[config.mk]
export PLATFORM = sky130hd
export DESIGN_NAME = adpcm_decoder
export DESIGN_NICKNAME = d
export VERILOG_FILES = /design/src/rtl/adpcm_pkg.sv /design/src/rtl/adpcm_step_rom.sv /design/src/rtl/adpcm_decoder.sv
export SDC_FILE = /design/constraint.sdc
export NUM_CORES = 1
export LEC_CHECK = 0
export CORE_UTILIZATION = 62
export DETAILED_ROUTE_END_ITERATION = 7
export HOLD_SLACK_MARGIN = 0.1
export PLACE_DENSITY_LB_ADDON = 0.15
export SLEW_MARGIN = 20
export SYNTH_ARGS = -nofsm -noshare
export SYNTH_HDL_FRONTEND = slang
export SYNTH_HIERARCHICAL = 1
export SYNTH_SLANG_ARGS = --single-unit
[constraint.sdc]
create_clock -name clk -period 13 [get_ports clk]
set_clock_uncertainty 0.2 [all_clocks]
set_input_delay 3.25 -clock clk [delete_from_list [all_inputs] [get_ports clk]]
set_output_delay 3.25 -clock clk [all_outputs]
set_load 0.01 [all_outputs]
[src/rtl/adpcm_pkg.sv]
// Shared ADPCM definitions: step table, index adjustments, common types and
// the index clamp used by both the decoder and the encoder-side step tracker.
package adpcm_pkg;

  typedef logic signed [15:0] pcm_t;
  typedef logic [3:0]         code_t;
  typedef logic [6:0]         step_idx_t;
  typedef logic [15:0]        step_t;
  // Five bits so that the +8 adjustment is representable as a signed value.
  typedef logic signed [4:0]  idx_adj_t;

  localparam int        STEP_COUNT     = 89;
  localparam step_idx_t MAX_STEP_INDEX = 7'd88;

  // Standard IMA step-size table.
  localparam step_t STEP_TABLE [STEP_COUNT] = '{
    16'd7,     16'd8,     16'd9,     16'd10,    16'd11,    16'd12,    16'd13,    16'd14,
    16'd16,    16'd17,    16'd19,    16'd21,    16'd23,    16'd25,    16'd28,    16'd31,
    16'd34,    16'd37,    16'd41,    16'd45,    16'd50,    16'd55,    16'd60,    16'd66,
    16'd73,    16'd80,    16'd88,    16'd97,    16'd107,   16'd118,   16'd130,   16'd143,
    16'd157,   16'd173,   16'd190,   16'd209,   16'd230,   16'd253,   16'd279,   16'd307,
    16'd337,   16'd371,   16'd408,   16'd449,   16'd494,   16'd544,   16'd598,   16'd658,
    16'd724,   16'd796,   16'd876,   16'd963,   16'd1060,  16'd1166,  16'd1282,  16'd1411,
    16'd1552,  16'd1707,  16'd1878,  16'd2066,  16'd2272,  16'd2499,  16'd2749,  16'd3024,
    16'd3327,  16'd3660,  16'd4026,  16'd4428,  16'd4871,  16'd5358,  16'd5894,  16'd6484,
    16'd7132,  16'd7845,  16'd8630,  16'd9493,  16'd10442, 16'd11487, 16'd12635, 16'd13899,
    16'd15289, 16'd16818, 16'd18500, 16'd20350, 16'd22385, 16'd24623, 16'd27086, 16'd29794,
    16'd32767
  };

  // Index adjustment per code magnitude: small codes shrink the step,
  // large codes grow it quickly so the predictor can follow steep slopes.
  localparam idx_adj_t INDEX_ADJ [8] = '{
    -5'sd1, -5'sd1, -5'sd1, -5'sd1, 5'sd2, 5'sd4, 5'sd6, 5'sd8
  };

  // Clamp a widened, signed index back into [0, max_idx].
  function automatic step_idx_t clamp_index(input logic signed [8:0] raw,
                                            input step_idx_t         max_idx);
    step_idx_t result;
    if (raw < 9'sd0) begin
      result = '0;
    end else if (raw > $signed({2'b00, max_idx})) begin
      result = max_idx;
    end else begin
      result = raw[6:0];
    end
    return result;
  endfunction

endpackage

[src/rtl/adpcm_step_rom.sv]
// Combinational step-size lookup, shared between decoder and encoder tracker.
module adpcm_step_rom
  import adpcm_pkg::*;
(
  input  step_idx_t idx,
  output step_t     step
);

  // Out-of-range indices fall back to the largest step rather than reading
  // past the end of the table.
  always_comb begin
    step = STEP_TABLE[MAX_STEP_INDEX];
    if (idx <= MAX_STEP_INDEX) begin
      step = STEP_TABLE[idx];
    end
  end

endmodule

[src/rtl/adpcm_decoder.sv]
// Streaming IMA ADPCM decoder: 4-bit codes in, saturated 16-bit PCM out, with
// valid/ready on both sides and a header port that reseeds predictor and index.
module adpcm_decoder
  import adpcm_pkg::*;
#(
  parameter int NUM_STEPS = 89
) (
  input  logic        clk,
  input  logic        rst_n,
  input  logic        init_valid,
  input  logic [15:0] init_sample,
  input  logic [6:0]  init_index,
  input  logic        code_valid,
  input  logic [3:0]  code,
  output logic        code_ready,
  output logic        sample_valid,
  output logic [15:0] sample,
  input  logic        sample_ready
);

  localparam step_idx_t MAX_IDX = step_idx_t'(NUM_STEPS - 1);

  pcm_t               pred;
  step_idx_t          idx;
  step_t              step;
  logic [16:0]        diff;
  logic signed [17:0] sum_wide;
  pcm_t               new_sample;
  logic signed [8:0]  idx_raw;
  step_idx_t          idx_next;
  step_idx_t          init_idx_clamped;
  logic               accept;

  adpcm_step_rom u_step_rom (
    .idx  (idx),
    .step (step)
  );

  // A header cycle blocks codes; otherwise accept when the output slot is free
  // or is being drained on this same edge.
  assign code_ready = !init_valid && (!sample_valid || sample_ready);
  assign accept     = code_valid && code_ready;

  // Dequantize the code magnitude into an unsigned difference.
  always_comb begin
    diff = {4'b0000, step[15:3]};
    if (code[2]) diff = diff + {1'b0, step};
    if (code[1]) diff = diff + {2'b00, step[15:1]};
    if (code[0]) diff = diff + {3'b000, step[15:2]};
  end

  // Apply the difference to the predictor and saturate to 16-bit PCM.
  always_comb begin
    if (code[3]) begin
      sum_wide = {{2{pred[15]}}, pred} - $signed({1'b0, diff});
    end else begin
      sum_wide = {{2{pred[15]}}, pred} + $signed({1'b0, diff});
    end
    if (sum_wide > 18'sd32767) begin
      new_sample = 16'sh7FFF;
    end else if (sum_wide < -18'sd32768) begin
      new_sample = 16'sh8000;
    end else begin
      new_sample = sum_wide[15:0];
    end
  end

  // Step-index adaptation and header seed clamping.
  always_comb begin
    idx_raw          = $signed({2'b00, idx}) +
                       $signed({{4{INDEX_ADJ[code[2:0]][4]}}, INDEX_ADJ[code[2:0]]});
    idx_next         = clamp_index(idx_raw, MAX_IDX);
    init_idx_clamped = (init_index > MAX_IDX) ? MAX_IDX : init_index;
  end

  // Predictor and index state: header seeds take priority over codes.
  always_ff @(posedge clk or negedge rst_n) begin
    if (!rst_n) begin
      pred <= '0;
      idx  <= '0;
    end else if (init_valid) begin
      pred <= init_sample;
      idx  <= init_idx_clamped;
    end else if (accept) begin
      pred <= new_sample;
      idx  <= idx_next;
    end
  end

  // Output register: load on accept, hold under backpressure, clear on drain.
  always_ff @(posedge clk or negedge rst_n) begin
    if (!rst_n) begin
      sample       <= '0;
      sample_valid <= 1'b0;
    end else if (accept) begin
      sample       <= new_sample;
      sample_valid <= 1'b1;
    end else if (sample_valid && sample_ready) begin
      sample_valid <= 1'b0;
    end
  end

endmodule

After elaboration in Yosys (flattened, before gate mapping)
Memories as Yosys holds them, arrays and structs flattened. Index checks and enable logic that the tools add are counted.

Bits in registers: 40. Memory bits (read-only): 2088. Input port bits: 32. Output and inout port bits: 18. Memories kept: 2.

Add/sub/neg operators: 6. Order comparisons: 8. Mux-type cells: 20. Bitwise operators: 2. Reductions and logical operators: 8.

Memory list: (name not given) (words 128, width 16, rd ports 1, clocked after memory_dff 0, wr ports 0, line adpcm_step_rom.sv:14) `step = STEP_TABLE[idx];`; (name not given) (words 8, width 5, rd ports 1, clocked after memory_dff 0, wr ports 0, line adpcm_decoder.sv:71) `$signed({{4{INDEX_ADJ[code[2:0]][4]}}, INDEX_ADJ[code[2:0]]});`.

Operators with widths (number): $mux W16 (7); $mux W17 (3); $mux W7 (5); $add A18 B17 Y18 (1); $gt A18 B16 Y1 const B (1); $lt A18 B16 Y1 const B (1); $mux W18 (1); $sub A18 B17 Y18 (1); $add A13 B16 Y17 (1); $add A17 B14 Y17 (1); $add A17 B15 Y17 (1); $mux W5 (2); $add A8 B5 Y9 (1); $gt A9 B8 Y1 const B (1); $lt A9 B1 Y1 const B (1); $ge A8 B8 Y1 const B (1); $not A7 Y8 (1); $gt A7 B7 Y1 const B (1); $le A7 B7 Y1 const B (1); $ge A4 B4 Y1 const B (1); $not A3 Y4 (1); $reduce_bool A2 Y1 (2); $logic_and A1 B1 Y1 (3); $logic_not A1 Y1 (2); other kinds (2) (3).

Logic depth before layout (Yosys ltp)
Gate-level depths: netlist of the first run.

Depth in word-level cells: 18. Mapped depth: 47. Gate-level depth less buffers: 43.

Modules after synthesis
Netlist of the first run, hierarchy kept.

Modules (own cells, without submodules): adpcm_decoder (times used 1, cells an instance 831, area each 6486.2 um2, seq. area each 1001.0 um2); adpcm_step_rom (times used 1, cells an instance 264, area each 1611.5 um2, seq. area each 0.0 um2).

Worst setup path before layout of the first run
OpenSTA, ideal clock, no wires.

Path kind: input to register. From: input port code[2]. To: register sample[14]. Setup time: 0.126 ns. Data arrival time: 10.013 ns. Data required time: 12.674 ns. Slack: 2.661 ns. Cell stages on the path: 34. Buffers on the path: 6. Cell sequence: buf_2 -> buf_1 -> nor2b_1 -> or3_1 -> ha_1 -> a2111oi_0 -> a211oi_1 -> a21oi_1 -> o21ai_0 -> xor2_1 -> mux2_2 -> ha_1 -> and2_1 -> and3_1 -> a21oi_1 -> o211a_1 -> a211o_1 -> and3_1 -> or2_1 -> clkbuf_1 -> xor2_1 -> ha_1 -> clkbuf_1 -> nor3_1 -> a31oi_1 -> o21ai_0 -> a311oi_1 -> nand2_1 -> o311ai_0 -> a311oi_4 -> and2_4 -> buf_6 -> buf_6 -> a221o_1.

Word-level cells in the longest chain between the ends: 10. Elaborated cells between the ends (all ways): 12. Those cells by class: add/sub (4); order compare (2); mux (6).

RTL lines: start: declaration (line adpcm_decoder.sv:14) `input logic [3:0] code,`; $mux W17 (*) (line adpcm_decoder.sv:47) `if (code[2]) diff = diff + {1'b0, step};`; $add A17 B15 Y17 (line adpcm_decoder.sv:48) `if (code[1]) diff = diff + {2'b00, step[15:1]};`; $mux W17 (*) (line adpcm_decoder.sv:48); $add A17 B14 Y17 (line adpcm_decoder.sv:49) `if (code[0]) diff = diff + {3'b000, step[15:2]};`; $mux W17 (*) (line adpcm_decoder.sv:49); $add A18 B17 Y18 or $sub A18 B17 Y18 (tied branches) (line adpcm_decoder.sv:57, adpcm_decoder.sv:55); $mux W18 (*) (line adpcm_decoder.sv:54) `if (code[3]) begin`; $lt A18 B16 Y1 (line adpcm_decoder.sv:61) `end else if (sum_wide < -18'sd32768) begin`; $mux W16 (line adpcm_decoder.sv:61); $mux W16 (*) (line adpcm_decoder.sv:59) `if (sum_wide > 18'sd32767) begin`; end signal: assignment (line adpcm_decoder.sv:96) `sample <= new_sample;`; end: declaration (line adpcm_decoder.sv:17) `output logic [15:0] sample,`.

Every way passes the cells marked *; elsewhere a longest branch is shown, timed or not. A chain may end at the register's enable or synchronous reset.

Worst setup path after layout of the first run
From: input port code[2]. To: register sample[7].

Same word-level chain as after synthesis.

==> run_results.csv, run 1 <==
group,metric,value,unit
sta,grt_setup_unrepaired,"false",
worst_setup_path,worstSetupEndpointType,"flip-flop",
sta,headroom_to_the_max_slew_limit,40.0,%
placed_design,buffer_ports.inserted,49,
global_route,gr-usage-met3,5.03,%
worst_setup_path,rr_worst_depth,43,
cells_and_area,num-fill-cells,1137,
worst_setup_path,r2r-start,"idx[0]",
drt,post-route-drc-count,0,
floorplan,die_height,116,µm
sta,maxClockFrequency,0.0851,GHz
clocking,cts-root-to-sink-buffers,2,
synthesis,synth_edf_count,0,
sta,timing.final.crit_share,90.4,%
min_path,min_delay_worst_endpoint,"sample_valid",
synthesis,synth.lib_cells_used.distinct,94,
worst_setup_path,classification_of_the_worst_setup_path,"in2reg",
clocking,cts_tree,"built",
synthesis,synth_warnings,6,
min_path,hold_path_depth,1,
sta,timing.setup.tns,0,ps
sta,timing_hold_violations_final,0,
clocking,ctsResizeCount,0,
cells_and_area,area_growth_syn_to_layout,7.83,%
worst_setup_path,worstPathMaxFanout,20,
worst_setup_path,cell_with_the_largest_stage_delay_on_the_worst_path,"sky130_fd_sc_hd__clkdlybuf4s50_1",
synthesis,mappedNetlistNets,1214,
floorplan,floorplan.initialDensity,63.9,%
drt,drt_pre_antenna_iters,5,
synthesis,netlist_area,8100,µm²
clocking,holdBufCountCts,0,
clocking,clock_insertion_delay_worst_skew,290,ps
status,outcome,"finished, final reports clean",
clocking,post_cts.repair.setup_buffers,0,
clocking,tritoncts_buffer_count,5,
clocking,clockRootBuffer,"sky130_fd_sc_hd__clkbuf_16",
placed_design,globalplace.congestion,0.979,
sta,maxSlewViolCount,0,
floorplan,die_area,13500,µm²
job,max-cap-violations,0,
global_route,antenna_violations_before_repair,0,
global_route,top_usage_layer,"met2",
synthesis,postSynthRegisterBits,40,
synthesis,postSynthCellCount,1095,
synthesis,prevailing_post_synth_register_cell,"sky130_fd_sc_hd__dfrtp_1",
drt,vias_per_cell,6.61,
clocking,worst_setup_hold_path_clk_slew,60,ps
global_route,grt_start_max_net_pins,69,
worst_setup_path,timing.critical_path.from_type,"primary input",
cells_and_area,drive_above_1_share,6.37,%
placed_design,dpl.hpwl,16600,µm
worst_setup_path,reg2reg_setup_slack,1470,ps
floorplan,placementRows,41,
global_route,met1_usage,42.4,%
min_path,holdCritStartpoint,"sample_valid",
floorplan,core-area,12700,µm²
drt,first_iter_violations,548,
drt,drt-wirelength-per-cell,17.4,µm
cells_and_area,n_antenna_cell,0,
global_route,residual_overflow_from_global_routing,0,
drt,wirelength,22200,µm
global_route,groute.usage.overall,33.0,%
clocking,cts.sink_count,40,
floorplan,die_w,116,µm
worst_setup_path,crit_path_max_incr_delay,700,ps
sta,final.min_clock_period,11750,ps
clocking,ctsHtreeMaxLevel,2,
synthesis,async_flop_share,100,%
floorplan,design.portCount,50,
cells_and_area,ff_latch_area,1000,µm²
cells_and_area,multi_input_comb_area,6580,µm²
cells_and_area,finish.utilization,68.9,%
worst_setup_path,worst_ep_arrival_time,11710,ps
global_route,groute.layer.met2.usage,56.7,%
min_path,min-delay-path-class,"reg2reg",
sta,setup_viol_count_final,0,
global_route,via_count_of_the_first_global_routing_pass,7523,
synthesis,synth_sequential_area_ratio,12.4,%
drt,routed_antenna_nets,0,
sta,worst_pin_slew,900,ps
cells_and_area,fin_nets,1217,
worst_setup_path,regToRegEndpoint,"sample[7]",
drt,via_count,8396,
global_route,global_route_wire_length_before_repair,35700,µm
synthesis,syn_avg_cell_area,7.40,µm²
worst_setup_path,worst-endpoint-required,12960,ps
[kinds of logic after synthesis]
family                     share of synthesized area, %
adders and majority gates                          14.0
muxes                                              3.11
buffers and inverters                              6.43
xor gates and xnor gates                           6.17
AOI/OAI and AO/OA                                  35.8
DFF                                                12.4
other                                            0.0463
and+or+nand+nor                                    22.0
[how the worst max path moves through the flow]
| stage | from | endpoint |
|---|---|---|
| 2_1_floorplan | code[2] | sample[14] |
| 3_3_place_gp | code[2] | sample[13] |
| 3_5_place_dp | code[2] | sample[2] |
| 4_1_cts | code[2] | sample[7] |
| 5_1_grt | code[2] | sample[12] |
| 6_report | code[2] | sample[7] |
[synth_stat cells, drive strengths merged, types with 29 or more instances]
master / count / share of area, %
nand2: 111 / 5.1
ha: 82 / 13
inv: 49 / 2.3
xnor2: 36 / 3.9
buf: 35 / 2.7
a21o: 29 / 2.7
nor2: 78 / 3.6
clkbuf: 31 / 1.4
o211ai: 29 / 2.8
a21oi: 77 / 4.8
dfrtp: 40 / 12
nand3: 29 / 1.8
o21ai: 96 / 5.9
[per-stage QoR]
step,hold WS [ps],cells,cell area [µm²],setup WS [ps]
2_1_floorplan,316,1095,8100,2660
3_3_place_gp,272,1263,8560,1290
3_5_place_dp,284,1263,8560,1140
4_1_cts,301,1271,8730,1410
5_1_grt,309,1271,8730,617
6_report,303,1271,8730,1250
[critical path, delay by kind of cell]
kind	cells	cell delay, ps
and+or+nand+nor	11	2280
AOI/OAI and AO/OA	16	3870
adders and majority gates	3	1010
xor gates and xnor gates	1	120
buffers and inverters	2	1150
[per-layer routing]
layer	wire [µm]	vias to the layer above
met5	0	-
met4	511	0
met3	1220	54
met2	10600	279
met1	9820	3940
li1	-	4123
[state kept, by name, indices dropped and copies added (netlist names)]
register	flops
pred	16
idx	7
sample	16
sample_valid	1
[layout make-up]
cell class / instances / area share, %
Clock inverter: 3 / 0.487
Tap cell: 172 / 2.46
Sequential cell: 40 / 11.5
Inverter: 50 / 2.15
Timing Repair Buffer: 62 / 6.68
Multi-Input combinational cell: 939 / 75.3
Clock buffer: 5 / 1.43
[cells in the final DEF, fill, tap and decap left out, types with 29 or more instances in the layout]
master                            synthesis  final
sky130_fd_sc_hd__nand2_1                111    111
sky130_fd_sc_hd__o21ai_0                 85     83
sky130_fd_sc_hd__ha_1                    82     82
sky130_fd_sc_hd__nor2_1                  78     78
sky130_fd_sc_hd__a21oi_1                 77     77
sky130_fd_sc_hd__clkdlybuf4s50_1          0     48
sky130_fd_sc_hd__inv_1                   46     46
sky130_fd_sc_hd__dfrtp_1                 40     39
sky130_fd_sc_hd__xnor2_1                 36     36
sky130_fd_sc_hd__nand3_1                 29     29
sky130_fd_sc_hd__a21o_1                  29     29
Power of run 1 is not shown: default switching activity piles up to over one toggle a cycle in this logic, so the estimate is an artifact.
==> inputs of run 2 (changes only) <==
==> constraint.sdc (replaced) <==
create_clock -name clk -period 11.4 [get_ports clk]
set_clock_uncertainty 0.2 [all_clocks]
set_input_delay 2.85 -clock clk [delete_from_list [all_inputs] [get_ports clk]]
set_output_delay 2.85 -clock clk [all_outputs]
set_load 0.01 [all_outputs]
==> run 2 against run 1 <==
Net effect:
- wire length grew 3.4%
- utilization increased by 0.66 points
- setup slack worse by 500 ps
- first-iteration DRC count is 27% higher
- global-route usage grew 1.7 points
- non-clock buffer count grew 8
- die area unchanged
- cell area up 0.96%
- critical endpoint is now sample[4]
- highest routed layer unchanged
==> run_results.csv, run 2 (same netlist as run 1, synthesis figures left out) <==
group,metric,value,unit
status,outcome,"finished, final reports clean",
cells_and_area,layout.cells.most_common,"sky130_fd_sc_hd__nand2_1",
worst_setup_path,cell_with_the_largest_stage_delay_on_the_worst_path,"sky130_fd_sc_hd__or4b_2",
floorplan,core-area,12700,µm²
clocking,clockRootBuffer,"sky130_fd_sc_hd__clkbuf_16",
sta,grt_setup_unrepaired,"false",
clocking,cts-root-to-sink-buffers,2,
placed_design,buffer_ports.inserted,49,
floorplan,design.portCount,50,
placed_design,globalplace.congestion,0.985,
clocking,holdBufCountCts,0,
global_route,via_count_of_the_first_global_routing_pass,7951,
sta,maxSlewViolCount,0,
worst_setup_path,worstPathMaxFanout,25,
drt,routed-wl-met3,1360,µm
floorplan,die_w,116,µm
cells_and_area,drive_above_1_share,7.05,%
clocking,cts_tree,"built",
drt,routed_antenna_nets,0,
floorplan,die_height,116,µm
floorplan,placementRows,41,
worst_setup_path,worstPathBufferInverterCount,2,
floorplan,floorplan.initialDensity,63.9,%
drt,post-route-drc-count,0,
worst_setup_path,classification_of_the_worst_setup_path,"in2reg",
sta,final.min_clock_period,10650,ps
min_path,min-delay-path-class,"reg2reg",
drt,wl_met1,9980,µm
worst_setup_path,worst-endpoint-required,11370,ps
sta,setup_viol_count_final,0,
placed_design,postPlaceCellArea,8620,µm²
worst_setup_path,timing.critical_path.from_type,"primary input",
global_route,global_route_wire_length_before_repair,38000,µm
drt,drt-wirelength-per-cell,17.9,µm
clocking,worst_setup_hold_path_clk_slew,60,ps
clocking,cts.sink_count,40,
global_route,groute.usage.overall,34.7,%
drt,vias_per_cell,6.65,
worst_setup_path,critical_path.top_delay_family,"compound AO/OA/AOI/OAI gates",
clocking,ctsHtreeMaxLevel,2,
drt,top_signal_layer_used,"met4",
sta,timing.final.crit_share,93.4,%
cells_and_area,reg.largest.list,"pred: 16 flops, sample: 16 flops, idx: 7 flops",
sta,maxClockFrequency,0.0939,GHz
drt,met2_wirelength,11100,µm
drt,first_iter_violations,694,
cells_and_area,fin_nets,1225,
sta,worst_pin_slew,872,ps
clocking,clock_insertion_delay_worst_skew,280,ps
worst_setup_path,worstSetupEndpointType,"flip-flop",
cells_and_area,mostFrequentLayoutCells,"111 x sky130_fd_sc_hd__nand2_1, 84 x sky130_fd_sc_hd__o21ai_0, 82 x sky130_fd_sc_hd__ha_1",
sta,timing_hold_violations_final,0,
cells_and_area,area_growth_syn_to_layout,8.87,%
sta,timing.setup.tns,0,ps
global_route,grt_start_max_net_pins,45,
worst_setup_path,worst_ep_arrival_time,10630,ps
clocking,post_cts.repair.setup_buffers,0,
cells_and_area,finalInstanceArea,8820,µm²
job,max-cap-violations,0,
global_route,antenna_violations_before_repair,0,
sta,headroom_to_the_max_slew_limit,41.9,%
drt,wirelength,22900,µm
drt,via_count,8500,
worst_setup_path,crit_path_max_incr_delay,620,ps
drt,drt_pre_antenna_iters,6,
clocking,tritoncts_buffer_count,5,
global_route,residual_overflow_from_global_routing,0,
cells_and_area,n_antenna_cell,0,
floorplan,die_area,13500,µm²
placed_design,dpl.hpwl,17300,µm
==> run 2: final cells by class <==
cell class              count  area, µm²
clock buffers               5        125
flip-flops and latches     40       1000
multi-input cells         939       6580
well taps                 172        215
repair buffers             70        646
fillers                  1121       3850
clock inverters             2       60.1
inverters                  50        190
==> run 2: worst register-to-register path, delay by kind of cell (launching register included) <==
kind / cells / cell delay, ps
adder cells (fa/ha/maj): 5 / 1830
multiplexers: 2 / 480
flip-flops: 1 / 810
AO/OA/AOI/OAI: 18 / 4500
AND/OR/NAND/NOR: 7 / 1980
XOR/XNOR: 2 / 290
buffers and inverters: 1 / 390
==> run 2: per-layer routing <==
| metal | vias to the layer above | GRT usage (%) |
|---|---|---|
| met5 | - | 0 |
| met4 | 0 | 10.2 |
| met3 | 59 | 3.53 |
| met2 | 317 | 60.2 |
| met1 | 3982 | 45.5 |
| li1 | 4142 | - |
==> run 2: final timing paths <==
check / startpoint / cells past startpoint / endpoint / slack, ps
max: code[2] / 28 / sample[4] / 750
min: sample[1] / 2 / sample[1] / 300
max reg2reg: idx[2] / 35 / sample[4] / 800
min reg2reg: sample[1] / 2 / sample[1] / 300
max in group asynchronous: rst_n / 1 / idx[2] / 7900
min in group asynchronous: rst_n / 1 / sample[13] / 2490
==> run 2: what timing repair did <==
action | 4_1_cts | 5_1_grt
setup endpoints to repair | 0 | 30
endpoints found under the hold margin | 0 | 0
resized for setup | 0 | 5
==> run 2: through the flow <==
step | util (%) | hold WS (ps) | setup WS, ps | cells
2_1_floorplan | - | 316 | 1460 | 1095
3_3_place_gp | 68.1 | 281 | 427 | 1271
3_5_place_dp | 68.1 | 291 | 222 | 1271
4_1_cts | 69.5 | 306 | 454 | 1278
5_1_grt | 69.6 | 333 | 57.6 | 1278
6_report | 69.6 | 296 | 747 | 1278
Power of run 2 is left out for the same reason.
